### src/rtl/regwrite_arbiter.sv
// Two-requester register-file write arbiter.
// Each requester owns a small FIFO of {reg, data} entries. One head per cycle
// is granted (round-robin on a tie), dequeued, and registered onto the
// register-file write port. Writes to x31 are consumed but never issued.

// Per-requester FIFO; a pop and a push may land on the same edge.
module regwrite_fifo #(
  parameter int DEPTH = 2,
  parameter int W     = 69
) (
  input  logic         clk,
  input  logic         rst_n,
  input  logic         push_i,
  input  logic [W-1:0] din_i,
  input  logic         pop_i,
  output logic [W-1:0] dout_o,
  output logic         empty_o,
  output logic         full_o
);
  localparam int PW = (DEPTH > 1) ? $clog2(DEPTH) : 1;
  localparam int CW = PW + 1;

  logic [W-1:0]  mem_q [DEPTH];
  logic [PW-1:0] wptr_q, wptr_d, rptr_q, rptr_d;
  logic [CW-1:0] cnt_q, cnt_d;
  logic          do_push, do_pop;

  // Full/empty come from the stored count only, so a same-cycle pop never
  // opens a slot for a push when the FIFO is full.
  assign full_o  = (cnt_q == CW'(DEPTH));
  assign empty_o = (cnt_q == '0);
  assign dout_o  = mem_q[rptr_q];
  assign do_push = push_i & ~full_o;
  assign do_pop  = pop_i & ~empty_o;

  // Pointer and count next state; pointers wrap naturally (DEPTH is 2^n).
  always_comb begin
    wptr_d = wptr_q;
    rptr_d = rptr_q;
    cnt_d  = cnt_q;
    if (do_push) wptr_d = wptr_q + PW'(1);
    if (do_pop)  rptr_d = rptr_q + PW'(1);
    case ({do_push, do_pop})
      2'b10:   cnt_d = cnt_q + CW'(1);
      2'b01:   cnt_d = cnt_q - CW'(1);
      default: cnt_d = cnt_q;
    endcase
  end

  // Pointer/count state, cleared asynchronously.
  always_ff @(posedge clk or negedge rst_n) begin
    if (!rst_n) begin
      wptr_q <= '0;
      rptr_q <= '0;
      cnt_q  <= '0;
    end else begin
      wptr_q <= wptr_d;
      rptr_q <= rptr_d;
      cnt_q  <= cnt_d;
    end
  end

  // Storage needs no reset: the count masks stale entries.
  always_ff @(posedge clk) begin
    if (do_push) mem_q[wptr_q] <= din_i;
  end
endmodule

module regwrite_arbiter #(
  parameter int DEPTH = 2
) (
  input  logic        clk,
  input  logic        rst_n,
  input  logic        AValid,
  input  logic [4:0]  AReg,
  input  logic [63:0] AData,
  output logic        AReady,
  input  logic        BValid,
  input  logic [4:0]  BReg,
  input  logic [63:0] BData,
  output logic        BReady,
  input  logic        Stall,
  output logic        RegWrite,
  output logic [4:0]  WriteRegister,
  output logic [63:0] WriteData,
  output logic        Busy
);
  localparam int NREQ = 2;

  typedef struct packed {
    logic [4:0]  rd;
    logic [63:0] data;
  } wr_req_t;

  localparam int EW = $bits(wr_req_t);

  // Index 0 is requester A, index 1 is requester B.
  logic    [NREQ-1:0] vld, full, empty, pop;
  wr_req_t [NREQ-1:0] req, head;

  logic        grant_vld;
  logic        grant_sel;
  logic        last_q, last_d;          // 0 = A granted last, 1 = B
  logic        regwrite_q, regwrite_d;
  logic [4:0]  wreg_q, wreg_d;
  logic [63:0] wdata_q, wdata_d;

  assign vld[0]      = AValid;
  assign vld[1]      = BValid;
  assign req[0].rd   = AReg;
  assign req[0].data = AData;
  assign req[1].rd   = BReg;
  assign req[1].data = BData;

  genvar g;
  generate
    for (g = 0; g < NREQ; g++) begin : g_fifo
      regwrite_fifo #(.DEPTH(DEPTH), .W(EW)) u_fifo (
        .clk     (clk),
        .rst_n   (rst_n),
        .push_i  (vld[g]),
        .din_i   (req[g]),
        .pop_i   (pop[g]),
        .dout_o  (head[g]),
        .empty_o (empty[g]),
        .full_o  (full[g])
      );
    end
  endgenerate

  assign AReady = ~full[0];
  assign BReady = ~full[1];

  // Pick one head: the only non-empty FIFO, or on a tie the one not granted last.
  always_comb begin
    grant_vld = 1'b0;
    grant_sel = 1'b0;
    if (!Stall) begin
      if (!empty[0] && !empty[1]) begin
        grant_vld = 1'b1;
        grant_sel = ~last_q;
      end else if (!empty[0]) begin
        grant_vld = 1'b1;
        grant_sel = 1'b0;
      end else if (!empty[1]) begin
        grant_vld = 1'b1;
        grant_sel = 1'b1;
      end
    end
  end

  assign pop = grant_vld ? (NREQ'(1) << grant_sel) : '0;

  // Write-port next state; x31 entries are consumed with the enable held low.
  always_comb begin
    last_d     = last_q;
    regwrite_d = 1'b0;
    wreg_d     = wreg_q;
    wdata_d    = wdata_q;
    if (grant_vld) begin
      last_d     = grant_sel;
      wreg_d     = head[grant_sel].rd;
      wdata_d    = head[grant_sel].data;
      regwrite_d = (head[grant_sel].rd != 5'd31);
    end
  end

  // Registered write port and round-robin pointer.
  always_ff @(posedge clk or negedge rst_n) begin
    if (!rst_n) begin
      last_q     <= 1'b1;
      regwrite_q <= 1'b0;
      wreg_q     <= '0;
      wdata_q    <= '0;
    end else begin
      last_q     <= last_d;
      regwrite_q <= regwrite_d;
      wreg_q     <= wreg_d;
      wdata_q    <= wdata_d;
    end
  end

  assign RegWrite      = regwrite_q;
  assign WriteRegister = wreg_q;
  assign WriteData     = wdata_q;
  assign Busy          = (|(~empty)) | regwrite_q;
endmodule

### config.mk
export PLATFORM = sky130hd
export DESIGN_NAME = regwrite_arbiter
export DESIGN_NICKNAME = d
export VERILOG_FILES = /design/src/rtl/regwrite_arbiter.sv
export SDC_FILE = /design/constraint.sdc
export NUM_CORES = 1
export LEC_CHECK = 0
export BUFFER_PORTS_ARGS = -buffer_cell sky130_fd_sc_hd__clkbuf_2
export CORE_UTILIZATION = 40
export CTS_CLUSTER_DIAMETER = 30
export CTS_CLUSTER_SIZE = 12
export DETAILED_ROUTE_END_ITERATION = 8
export GPL_TIMING_DRIVEN = 0
export MAX_ROUTING_LAYER = met4
export SLEW_MARGIN = 20
export SYNTH_ARGS = -nofsm -noshare
export SYNTH_HDL_FRONTEND = slang
export SYNTH_SLANG_ARGS = --single-unit
### constraint.sdc
create_clock -name clk -period 5.83 [get_ports clk]
set_input_delay 1.166 -clock clk [delete_from_list [all_inputs] [get_ports clk]]
set_output_delay 1.166 -clock clk [all_outputs]
set_load 0.005 [all_outputs]
# ---- Yosys cells after proc, flatten, opt, wreduce, memory -nomap -nowiden
# Memories as Yosys holds them, arrays and structs flattened.
# Cells that the tools add are included.
dict set report classes {
  addsub 8
  magnitude_cmp 1
  eq_ne 7
  shifts 1
  n_mux 17
  bitwise_logic 11
  reduce_logical 8
}
# cell n
set ops {}
lappend ops {{69-bit two-way mux} 2}
lappend ops {{1-bit two-way mux} 12}
lappend ops {{2-bit equality test, second input constant} 4}
lappend ops {{2-bit one-hot mux with 2 select lines} 2}
lappend ops {{5-bit inequality test, second input constant} 1}
lappend ops {{1-bit NOT} 5}
lappend ops {{1-bit adder, second input constant} 4}
lappend ops {{2-bit by 1-bit adder with 2-bit output, second input constant} 2}
lappend ops {{1-bit bitwise AND} 4}
lappend ops {{2-bit by 1-bit equality test with 1-bit output, second input constant} 2}
lappend ops {{2-bit logical NOT} 2}
lappend ops {{2-bit nonzero test} 2}
lappend ops {{2-bit by 1-bit subtractor with 2-bit output, second input constant} 2}
lappend ops {{1-bit logical NOT} 2}
lappend ops {{1-bit by 2-bit < comparator with 1-bit output, second input constant} 1}
lappend ops {{2-bit two-way mux} 1}
lappend ops {{2-bit NOT} 1}
lappend ops {{2-bit OR reduction} 1}
lappend ops {{1-bit by 1-bit << shifter with 2-bit output, first input constant} 1}
lappend ops {{1-bit logical AND} 1}
lappend ops {{1-bit OR} 1}
dict set report totals {
  reg_bits 79
  ram_bits 276
  input_bits 143
  output_inout_bits 73
  wordCells 65
  n_memories 2
}
# memory depth width read_ports rd_ports_with_merged_regs wr line
set mem_list {}
lappend mem_list {{g_fifo[0].u_fifo.mem_q} 2 69 1 0 1 23} ;# logic [W-1:0] mem_q [DEPTH];
lappend mem_list {{g_fifo[1].u_fifo.mem_q} 2 69 1 0 1 23}

# ---- Depth between registers and ports, before layout
dict set report logic_depth {
  depth_word 10
  mapped_depth 9
  mapped_depth_nobuf 8
}

# ---- Cells and area by module
# A second synthesis with hierarchy kept.
dict set report unflattened {
  hier_cells 892
  area_unflattened_um2 15046.9
}
# module instances cells_each area_each_um2 seq_area_each_um2
set by_module_without_submodules {}
lappend by_module_without_submodules {regwrite_fifo 2 233 5527.8 4244.1}
lappend by_module_without_submodules {regwrite_arbiter 1 426 3991.3 1778.0}

# ---- Least setup slack after synthesis
# Ideal clock, no wire load.
dict set report synth_path {
  path_kind {in2reg}
  start {input port AValid}
  end {memory g_fifo[0].u_fifo.mem_q[0][0], enable pin}
  setup_ps 496
  t_arrival_ps 4142
  required_time_ps 5334
  path_slack_ps 1191
  path_stages 2
  path_buffers 0
  path_cell_list {nand2_1 nor2_1}
}
dict set report synth_between {
  elab_chain_cells 3
}
# element line
set synth_rtl {}
lappend synth_rtl {{start: declaration} 74} ;# input logic AValid,
lappend synth_rtl {{1-bit bitwise AND} 33} ;# assign do_push = push_i & ~full_o;
lappend synth_rtl {{1-bit two-way mux} 65} ;# if (do_push) mem_q[wptr_q] <= din_i;
lappend synth_rtl {{1-bit two-way mux (not written as such)} 65}
lappend synth_rtl {{end: declaration} 23}
# No other way between the ends.

# ---- Final worst setup path
dict set report layout_path {
  start {register g_fifo[0].u_fifo.cnt_q[0]}
  end {output port Busy}
}
dict set report layout_between {
  elab_chain_cells 4
}
# element line
set layout_rtl {}
lappend layout_rtl {{start: declaration} 25} ;# logic [CW-1:0] cnt_q, cnt_d;
lappend layout_rtl {{start signal: assignment} 59} ;# cnt_q <= cnt_d;
lappend layout_rtl {{2-bit logical NOT} 31} ;# assign empty_o = (cnt_q == '0);
lappend layout_rtl {{2-bit NOT} 186} ;# assign Busy = (|(~empty)) | regwrite_q;
lappend layout_rtl {{2-bit OR reduction} 186}
lappend layout_rtl {{1-bit OR} 186}
lappend layout_rtl {{end: declaration} 86} ;# output logic Busy
# No other way between the ends.

==> summary.md <==
| Metric | Value |
|---|---|
| Bufs and invs on worst path | 1 |
| Layout Nets | ~1300 |
| Remaining routing DRC violations | 0 |
| Crit share post-route | 0.4936 |
| Resized cells post-CTS | 0 |
| Synth async-reset ratio | 0.2225 |
| Post-Synth XOR/XNOR Area | 0.006424 |
| Yosys top cell by area | edfxtp_1 |
| Clock buffer depth | 3 |
| Synth top area cells | edfxtp_1, dfrtp_1, a211oi_1 |
| Unrepaired setup endpoints after global routing | no |
| Simple logic cell fraction of the synthesized area | 0.08682 |
| Setup crit end kind | output pin |
| Hold Vio Cnt, Final | 0 |
| DR WL/cell | 20.23 um |
| Largest net degree at the start of global routing | 66 |
| Layout Area Growth over Synthesis | 33.20% |
| Top cell type's share of synthesized area | 0.6079 |
| Most frequent cells after synthesis | edfxtp_1, a211oi_1, nor2b_1, dfrtp_1, nand2_1 |
| Port Buf Inserts | 215 |
| Synth Area in Adders | 0.001836 |
| CP Data Arrival Time | 1.71 ns |
| Fin crit period | 2.878 ns |
| Post-CTS setup buffers | 0 |
| CTS tree | done |
| Io pins | 216 |
| Post-synthesis cell area | between 10000 and 15000 um2 |
| Antenna violations before repair | 2 |
| Post-Route WL | 34030 um |
| Share of cells above drive strength 1 | 0.3409 |
| Die ar. | 34830 um2 |
| CP Cell Sequence | nor4_1 > nand2b_1 > clkbuf_2 |
| Ys flop type | edfxtp_1 |
| Die Span X | 186.6 um |
| Critical Path RT | approximately 4.7 ns |
| Syn Inst Count | 863 |
| Largest family of logic cells by synthesized area | compound AO/OA/AOI/OAI gates |
| GPL Wtd Cong | 0.7456 |
| Final setup fails | 0 |
| Worst-Margin Slew | about 0.73 ns |
| First-pass GRT wire length | 51580 um |
| Row Count | 67 |
| Critical Path Fanout Max | 6 |
| Largest delay share family, worst path | simple AND/OR/NAND/NOR gates |
| CP startpoint kind | register |
| Syn Nets | 1008 |
| Max-Cap Viols | 0 |
| Starting DRT DRC Count | 440 |
| Tot GR Track Use | 0.2056 |
| Crit-path max cell delay | between 0.4 and 0.5 ns |
| Post-synthesis mux area share | 0.01147 |
| Reg clk slew, reported paths | 0.04 ns |
| PD cells | just under 600 nW/um2 |
| Core Util, Final | 0.5416 |
| Status | finished, final reports clean |
| FMAX | 0.3475 GHz |
| Core Box Area | 33530 um2 |
| Synth cell types | 32 |
| Total power | ~11 mW |
| Final ANT Viol Nets | 0 |
| WHS | 0.4582 ns |
| Count leader, synth | edfxtp_1 |
| Slowest cell on crit path | nor4_1 |
| Design area | 18160 um2 |
| Relative slew slack | 0.5164 |
| Chip height | 186.6 um |
| Slew Viols, Final | 0 |
| Maximum vdd ir drop | 0.3091 mV |
| Gr ovfl total | 0 |
| Yosys warns | 0 |
| Via density | 4.996 |
| Hold Crit Depth | 2 |
| Detailed placement HPWL | 22160 um |
| Vias in the first global route | 8895 |
| Starting density of the core | 0.4066 |
| Reg2Reg Depth | 5 |
| Register bit total from synthesis | 355 |
| Compound-cell area share of the yosys netlist | 0.1187 |
| Worst path depth | 3 |
| Avg Cell Area, Syn | 15.80 um2 |
| Post-synthesis sequential area ratio | 0.7530 |
| Total CTS buffers | between 70 and 80 |
| FILL cells | 2800 |
| Clk_skew | 0.01968 ns |
| Crit Path Category | register to output pin |
| Via Count | 8404 |
| Worst min-delay path class | register to register |
| Clock root buffer | clkbuf_16 |
| Placed Area | 15510 um2 |
| CTS Hold Bufs | 0 |
| Post-synth EDFFs | 276 |
| Pre-antenna DRT Iters | 5 |
| H-tree depth | 3 |
| Clk_lat worst skew | 0.57 ns |
| Clock sinks | 355 |
| Pleak | 6.871 nW |
worst paths after layout:
check | end | startpoint | slack [ns]
setup / recovery | Busy | g_fifo[0].u_fifo.cnt_q[0] | 2.95
hold / removal | last_q | last_q | 0.46
setup reg to reg | WriteData[56] | g_fifo[0].u_fifo.cnt_q[0] | 3.67
hold reg to reg | last_q | last_q | 0.46
max in group asynchronous | last_q | rst_n | 4.72
min in group asynchronous | WriteData[60] | rst_n | 0.47
power breakdown:
part	total, mW	switching (mW)	internal [mW]
Sequential	3.80	0.265	3.54
Combinational	2.59	1.64	0.952
Clock	4.31	1.37	2.95
state kept, by name (all words and copies together), names as in the netlist:
name and cells:
g_fifo.u_fifo.mem_q 276, g_fifo.u_fifo.rptr_q 2, WriteRegister 5, RegWrite 1, WriteData 64, last_q 1, g_fifo.u_fifo.cnt_q 4, g_fifo.u_fifo.wptr_q 2
cells by family (layout without fill, tap and decap cells):
family	Yosys count	count (layout)
xor+xnor	10	10
buf+inv	61	430
mux	15	15
flops	355	355
other cells	0	2
fa+ha+maj	2	2
simple gates	219	219
compound gates	201	201
per-stage QoR:
step	instances	TNS (ns)	setup slack, ns
final	1682	0	2.952
after global routing	1682	0	2.869
after CTS	1680	0	2.939
after detailed placement	1535	0	2.972
after global placement	1526	-162.66	-1.353
after floorplan	863	0	1.191
layout by cell type, fill, tap and decap left out, types with 3 or more instances in the layout:
master      synthesis  layout
o21ai_1             6       6
inv_6               0       7
o31ai_1            40      40
clkbuf_2            0     214
buf_2              18      18
clkinv_2            0      18
mux2_2              5       5
a211oi_1          129     129
buf_6               4       4
clkbuf_16           0      80
edfxtp_1          276     276
xnor2_1             7       7
o31ai_2            24      24
buf_12              0       5
clkinv_4            0       8
buf_16              0       4
mux2i_1            10      10
buf_4               4       4
xor2_1              3       3
clkbuf_8            0       7
nand2_1            73      73
bufinv_16           0       8
clkinvlp_4          0       4
nand2b_1            3       3
dfrtp_1            78      78
clkbuf_1           33      45
nor2b_1           128     128
nor2_1              5       3
area by class of cell:
cell class | instances | area, um2 | share of cell area
Timing Repair Buffer | 224 | 1295 | 0.07131
Clock buffer | 98 | 2130 | 0.1173
Buffer | 60 | 292.8 | 0.01612
Tap cell | 448 | 560.5 | 0.03087
Inverter | 1 | 3.754 | 0.0002067
Antenna cell | 2 | 5.005 | 0.0002756
Clock inverter | 47 | 511.7 | 0.02818
Sequential cell | 355 | 10270 | 0.5653
Multi-Input combinational cell | 447 | 3095 | 0.1705
per-layer routing:
metal	GRT usage	vias to the layer above	part of all wire
li1	-	3957	-
met1	0.2557	4115	0.44
met2	0.3246	277	0.48
met3	0.06207	55	0.069
met4	0.05990	0	0.016
met5	-	-	0
worst register-to-register path, delay by kind of cell (launching register included):
kind                   cells  cell delay [ns]
and+or+nand+nor            2             0.63
DFF                        1             0.45
AOI/OAI and AO/OA          1             0.19
buffers and inverters      2             0.76
Power figures use the tool's default switching activity.
